===== config.mk =====
export PLATFORM = sky130hd
export DESIGN_NAME = clk_select_ctrl
export DESIGN_NICKNAME = d
export VERILOG_FILES = /design/src/rtl/clk_select_ctrl.sv
export SDC_FILE = /design/constraint.sdc
export NUM_CORES = 1
export LEC_CHECK = 0
export BUFFER_PORTS_ARGS = -buffer_cell sky130_fd_sc_hd__buf_4
export CORE_MARGIN = 5
export CORE_UTILIZATION = 25
export DETAILED_ROUTE_END_ITERATION = 6
export PLACE_DENSITY_LB_ADDON = 0.3
export SETUP_SLACK_MARGIN = 0.3
export SLEW_MARGIN = 15
export SYNTH_ARGS = -nofsm -noshare
export SYNTH_HDL_FRONTEND = slang
export SYNTH_SLANG_ARGS = --single-unit

===== constraint.sdc =====
create_clock -name usb_clk -period 2.2 [get_ports usb_clk]
set_input_delay 0.44 -clock usb_clk [delete_from_list [all_inputs] [get_ports usb_clk]]
set_output_delay 0.44 -clock usb_clk [all_outputs]
set_load 0.005 [all_outputs]

===== src/rtl/clk_select_ctrl.sv =====
// Glitch-safe clock-source sequencer: gate off, hold-off, switch select, settle, gate on.
// Request comes from the register bank or, without override, from debounced DIP switches.
module clk_select_ctrl #(
    parameter int N_SRC        = 4,
    parameter int SEL_W        = 2,
    parameter int DEBOUNCE_CYC = 16,
    parameter int HOLDOFF_CYC  = 8,
    parameter int SETTLE_CYC   = 8
) (
    input  logic             usb_clk,
    input  logic             reset_n,
    input  logic [SEL_W+2:0] I_clock_reg,
    input  logic [SEL_W-1:0] I_dip_sel,
    input  logic             I_dip_out_en,
    output logic [SEL_W-1:0] O_clk_sel,
    output logic             O_clk_gate_en,
    output logic             O_clkout_en,
    output logic             O_busy,
    output logic             O_req_invalid,
    output logic [7:0]       O_switch_count
);

    localparam int DIP_W   = SEL_W + 1;
    localparam int DB_W    = $clog2(DEBOUNCE_CYC + 1);
    localparam int MAX_CYC = (HOLDOFF_CYC > SETTLE_CYC) ? HOLDOFF_CYC : SETTLE_CYC;
    localparam int CNT_W   = $clog2(MAX_CYC + 1);

    localparam logic [DB_W-1:0]  DB_ONE    = DB_W'(1);
    localparam logic [DB_W-1:0]  DB_LAST   = DB_W'(DEBOUNCE_CYC - 1);
    localparam logic [CNT_W-1:0] CNT_ONE   = CNT_W'(1);
    localparam logic [CNT_W-1:0] HOLDOFF_L = CNT_W'(HOLDOFF_CYC);
    localparam logic [CNT_W-1:0] SETTLE_L  = CNT_W'(SETTLE_CYC);
    localparam logic [SEL_W:0]   N_SRC_L   = (SEL_W + 1)'(N_SRC);

    typedef enum logic [2:0] {IDLE, GATE_OFF, SWITCH, SETTLE, GATE_ON} state_t;

    function automatic logic [7:0] sat_inc(input logic [7:0] v);
        return (v == 8'hFF) ? v : v + 8'd1;
    endfunction

    logic [DIP_W-1:0] dip_p0, dip_p1, dip_p2, dip_db;
    logic [DB_W-1:0]  db_cnt;

    // Stage p0/p1: synchroniser; p2 holds the previous synchronised value for change detection.
    always_ff @(posedge usb_clk or negedge reset_n) begin
        if (!reset_n) begin
            dip_p0 <= '0;
            dip_p1 <= '0;
            dip_p2 <= '0;
            dip_db <= '0;
            db_cnt <= '0;
        end else begin
            dip_p0 <= {I_dip_out_en, I_dip_sel};
            dip_p1 <= dip_p0;
            dip_p2 <= dip_p1;
            if (dip_p1 == dip_db) begin
                db_cnt <= '0;
            end else if (dip_p1 != dip_p2) begin
                db_cnt <= DB_ONE;
            end else if (db_cnt >= DB_LAST) begin
                dip_db <= dip_p1;
                db_cnt <= '0;
            end else begin
                db_cnt <= db_cnt + DB_ONE;
            end
        end
    end

    logic [SEL_W-1:0] req_sel;
    logic             req_out;
    logic             req_bad;

    always_comb begin
        req_sel = I_clock_reg[0] ? I_clock_reg[SEL_W:1] : dip_db[SEL_W-1:0];
        req_out = I_clock_reg[0] ? (I_clock_reg[SEL_W+2:SEL_W+1] == 2'b01) : dip_db[SEL_W];
        req_bad = ({1'b0, req_sel} >= N_SRC_L);
    end

    state_t           state, state_next;
    logic [CNT_W-1:0] cnt, cnt_next;
    logic [SEL_W-1:0] target, target_next;
    logic             post_reset, post_next;
    logic [SEL_W-1:0] sel_next;
    logic             gate_next;
    logic [7:0]       count_next;

    always_ff @(posedge usb_clk or negedge reset_n) begin
        if (!reset_n) begin
            state  <= SETTLE;
            cnt    <= SETTLE_L;
            target <= '0;
        end else begin
            state  <= state_next;
            cnt    <= cnt_next;
            target <= target_next;
        end
    end

    // Counters exit on the cycle they hold 1, giving exactly N cycles in the state.
    always_comb begin
        state_next  = state;
        cnt_next    = cnt;
        target_next = target;
        case (state)
            IDLE: begin
                if (!req_bad && (req_sel != O_clk_sel)) begin
                    target_next = req_sel;
                    cnt_next    = HOLDOFF_L;
                    state_next  = GATE_OFF;
                end
            end
            GATE_OFF: begin
                if (cnt <= CNT_ONE) state_next = SWITCH;
                else                cnt_next   = cnt - CNT_ONE;
            end
            SWITCH: begin
                cnt_next   = SETTLE_L;
                state_next = SETTLE;
            end
            SETTLE: begin
                if (cnt <= CNT_ONE) begin
                    if (!req_bad && (req_sel != O_clk_sel)) begin
                        target_next = req_sel;
                        state_next  = SWITCH;
                    end else begin
                        state_next = GATE_ON;
                    end
                end else begin
                    cnt_next = cnt - CNT_ONE;
                end
            end
            GATE_ON:  state_next = IDLE;
            default:  state_next = IDLE;
        endcase
    end

    always_comb begin
        sel_next   = O_clk_sel;
        gate_next  = O_clk_gate_en;
        count_next = O_switch_count;
        post_next  = post_reset;
        if (state == IDLE && state_next == GATE_OFF) gate_next = 1'b0;
        if (state == SWITCH) sel_next = target;
        if (state == GATE_ON) begin
            gate_next = 1'b1;
            post_next = 1'b0;
            if (!post_reset) count_next = sat_inc(O_switch_count);
        end
    end

    // clkout follows the gate value being registered this edge, so it is never high with the gate off.
    always_ff @(posedge usb_clk or negedge reset_n) begin
        if (!reset_n) begin
            O_clk_sel      <= '0;
            O_clk_gate_en  <= 1'b0;
            O_clkout_en    <= 1'b0;
            O_req_invalid  <= 1'b0;
            O_switch_count <= '0;
            post_reset     <= 1'b1;
        end else begin
            O_clk_sel      <= sel_next;
            O_clk_gate_en  <= gate_next;
            O_clkout_en    <= req_out & gate_next;
            O_req_invalid  <= req_bad;
            O_switch_count <= count_next;
            post_reset     <= post_next;
        end
    end

    assign O_busy = (state != IDLE);

endmodule


# [Yosys cells after proc, flatten, opt, wreduce, memory -nomap -nowiden]
# Cells that the tools add are included.
[classes] n_addsub=3 order_cmp=2 eq_ne=13 muxes=18 bitwise=5 n_reduce_logical=10
[op_table] operator="$mux 5" n=3
[op_table] operator="$mux 3" n=4
[op_table] operator="$pmux 3 s4" n=1
[op_table] operator="$pmux 4 s3" n=1
[op_table] operator="$reduce_and 3->1" n=3
[op_table] operator="$add 8x1->8 const B" n=1
[op_table] operator="$eq 8x8->1 const B" n=1
[op_table] operator="$mux 4" n=2
[op_table] operator="$eq 3x1->1 const B" n=2
[op_table] operator="$eq 3x2->1 const B" n=2
[op_table] operator="$mux 2" n=3
[op_table] operator="$ne 2x2->1 const B" n=3
[op_table] operator="$reduce_bool 3->1" n=2
[op_table] operator="$add 5x1->5 const B" n=1
[op_table] operator="$ge 5x4->1 const B" n=1
[op_table] operator="$le 4x1->1 const B" n=1
[op_table] operator="$not 1->1" n=4
[op_table] operator="$pmux 2 s2" n=1
[op_table] operator="$sub 4x1->4 const B" n=1
[op_table] operator="$eq 3x3->1" n=1
[op_table] operator="$eq 3x3->1 const B" n=1
[op_table] operator="$logic_not 3->1" n=1
[op_table] operator="$mux 1" n=3
[op_table] operator="$ne 3x3->1" n=1
[op_table] operator="other kinds (7)" n=7
[totals] ff_bits=39 in_bits=10 elab_cells=64

# [Longest topological paths before layout]
[depth] ltp_word=10 mapped_depth=6 mapped_depth_nobuf=6

# [Least setup slack after synthesis]
# No wires, ideal clock.
[synth_timing] path_type="register to register" startpoint="register cnt[0]" endpoint="register cnt[3]" arrival_ns=1.807 required_ns=2.118 path_slack_ns=0.311 path_stages_with_launch=7 path_buffers=0 period_less_slack_ns=1.889 cell_sequence="dfrtp_1 -> inv_1 -> ha_1 -> or2_2 -> a311o_1 -> a31oi_1 -> mux2_2"
[synth_via] elab_chain_cells=3 elab_cells_between_ends=6
[synth_rtl] item="start: declaration" line="80" rtl="logic [CNT_W-1:0] cnt, cnt_next;"
[synth_rtl] item="start signal: assignment" line="94" rtl="cnt <= cnt_next;"
[synth_rtl] item="$sub 4x1->4 / $le 4x1->1 (equally long branches)"
[synth_rtl] item="$mux 4 / $ne 2x2->1 (equally long branches)"
[synth_rtl] item="$pmux 4 s3 / $reduce_and 3->1 (equally long branches)"
# Parallel ways exist; a longest one is shown, timed or not. The select of a mux whose other input is x is not followed.
# A chain may end at the register's enable or synchronous reset.

# [Final worst setup path]
# Ends and elaborated chain as after synthesis.

==> metrics.txt <==
Setup WS pre-CTS=between 0.15 and 0.2 ns; CP max stage cell=dfrtp_1; sequential power share=between 40% and 50%; DRT Pass-1 Iters=3; Psw=751.2 uW; Yosys top cell by area=dfrtp_1; status=completed; die height=96.67 um; port buffer count=22; RR Startpoint=cnt[0]$_DFFE_PN0P_; multi-input logic area=842.1 sq um; # DRC=0; register area=980.9 sq um; n_diodes=0; Pwr Density=1015 nW/um^2; largest net degree at the start of global routing=40; CP max stage delay=0.40 ns; ratio of cells with drive above 1 in the final layout=roughly a third; Clk pwr share=26.7%; Post-synth EDFFs=0; Sink Count=39; Post-Synthesis Net Count=178; FP Rows=31; fin worst setup slack=0.3223 ns; internal power=1630 uW; setup-violating endpoint count in the final report=0; Via Count=1262; total track usage=8.033%; Critical Path, Cell by Cell=ha_2, or2_4, a311o_1, a31oi_1, mux2_2; P_leak=0.001066 uW; Post-DP HPWL=roughly 2400 um; reg2reg end=cnt[3]$_DFFE_PN1P_; Clock transition at path regs=0.08 ns; maximum VDD drop=0.3300 mV; Final Power=2381 uW; unrepaired setup endpoints after global routing=yes; post-synthesis sequential area ratio=a little over half; Fillers=792; Core Region=7292 sq um; kind of critical path=flip-flop to flip-flop; first-pass GRT wire length=~6100 um; initial antenna violation count=0; fin crit share=85.35%; DR WL/cell=roughly 12 um; ranking of synthesized cells by area=dfrtp_1, dfstp_2, xnor2_1, mux2i_1, ha_1; CP max FO=4; CTS buffer count=5; Clock Tree Buf Depth=2; asr flop ratio synth=100.0%; Layout Nets=210; Yosys top cell area share=a little under half; drt first-iter violations=23; die area=9345 sq um; Slew Limit Fails=0; max_cap viols=0; most common cell in the netlist=dfrtp_1; worst path required time=2.43 ns; GRT overflow=0; H-tree Lvls=2; worst-skew pair later-pin latency=0.30 ns; Post-Syn Area per Cell=11.52 sq um; final hold violation count=0; Fmax=532.6 MHz; chip width=96.67 um; TritonCTS clock tree=yes; GPL Wtd Cong=around 0.76; area of the mapped netlist=1878 sq um; Yosys warnings=0; flop2flop setup slack=roughly 0.32 ns; Inst Count DP=280; CP startpoint kind=flip-flop; Total Wirelength=around 3500 um; Initial Utilization=25.75%; Hold Path Class=input pin to async pin; I/O pin total=24; Post-synth top cells=dfrtp_1, inv_1, xnor2_1; critical path data arrival time=~2.1 ns; number of vias per cell=4.278; FF+latch count, synth=39; setup TNS=0 ns; number of global-route vias before repair=1336; hold buffer count at cts=0; synth unique cells=44; Comb power frac=31.3%; Top FF cell, synth=dfrtp_1; net switching share of the total power=31.55%; worst reg2reg path depth=5; Area growth, synth to finish=24.92%; Worst setup EP type=flip-flop; Post-Synthesis Cells=between 150 and 200; Worst Skew=0.006719 ns; Finished Layout Cells=295; CTS Root Cell=clkbuf_8; fin crit period=roughly 1.9 ns; Final ANT Viol Nets=0
## metal layers
metal  wire length (um)  track usage (%)
met3                160            3.381
met4                 38            2.916
met5                  0                0
met2               1625            12.90
met1               1680            9.605
## state kept, by name (all words and copies together), names as in the netlist, 3 cells and up
name,flops
O_switch_count,8
db_cnt,5
cnt,4
dip_db,3
dip_p0,3
dip_p1,3
dip_p2,3
state,3
## power by group through the flow
stage	Clock [uW]	Combinational, uW	Sequential, uW
CTS	661	641	998
global placement	0	608	1010
detailed placement	0	620	1010
global route	696	849	1020
finish	637	745	999
floorplan	0	500	944
## stage by stage
step	instance area, sq um	util [%]	hold slack (ns)
2_1_floorplan	1878	-	0.1444
3_3_place_gp	2147	29.44	0.3325
3_5_place_dp	2147	29.44	0.3379
4_1_cts	2276	31.21	0.1230
5_1_grt	2346	32.17	0.1468
6_report	2346	32.17	0.1028
## cells by family (layout without fill, tap and decap cells)
group / count (synthesis) / count (layout) / share of synthesized area [%]
buffers and inverters: 18 / 51 / 4.263
DFF: 39 / 39 / 52.23
AOI/OAI and AO/OA: 18 / 18 / 8.128
xor gates and xnor gates: 18 / 18 / 8.794
other: 1 / 1 / 0.1997
muxes: 14 / 14 / 8.195
adders and majority gates: 5 / 5 / 3.331
and+or+nand+nor: 50 / 50 / 14.86
## layout by cell type (no fill, tap or decap), types with 3 or more instances in the layout
master     instances
nor2_1             8
o2111ai_1          4
xor2_1             5
and3_1             4
nor3_1             4
buf_4             31
a31oi_1            3
nor4_1             3
nand3_1            9
dfrtp_1           35
nand2_1            6
o21ai_0            3
mux2_2             5
inv_1             10
dfstp_2            4
clkbuf_8           6
xnor2_1           12
mux2i_1            7
## worst max-delay path, delay by kind of cell, from the launching register on
family	cells	cell delay (ns)
simple gates	1	0.26
flops	1	0.40
fa+ha+maj	1	0.19
compound gates	2	0.61
mux	1	0.35
## what timing repair did
| action | in CTS | in global routing |
|---|---|---|
| endpoints found under the setup margin | 5 | 6 |
| gates resized for setup | 2 | 6 |
| pin swaps | 2 | 6 |
| endpoints found under the hold margin | 0 | 0 |
| setup buffers | 0 | 7 |
## final cells by class
class / instances / share of cell area (%)
clock inverter: 2 / 1.653
clock buffer: 6 / 3.520
inverter: 12 / 1.920
timing repair buffer: 31 / 9.920
multi-input combinational: 106 / 35.89
tap: 99 / 5.280
sequential: 39 / 41.81
## worst max-delay path by stage
stage | start | end | depth (start not counted)
3_5_place_dp | cnt[0]$_DFFE_PN0P_ | cnt[3]$_DFFE_PN1P_ | 6
6_report | cnt[0]$_DFFE_PN0P_ | cnt[3]$_DFFE_PN1P_ | 5
5_1_grt | cnt[0]$_DFFE_PN0P_ | cnt[3]$_DFFE_PN1P_ | 6
4_1_cts | db_cnt[0]$_DFF_PN0_ | dip_db[0]$_DFFE_PN0P_ | 6
3_3_place_gp | cnt[0]$_DFFE_PN0P_ | cnt[3]$_DFFE_PN1P_ | 6
2_1_floorplan | cnt[0]$_DFFE_PN0P_ | cnt[3]$_DFFE_PN1P_ | 6
No activity file was read; power rests on OpenSTA's default activity.
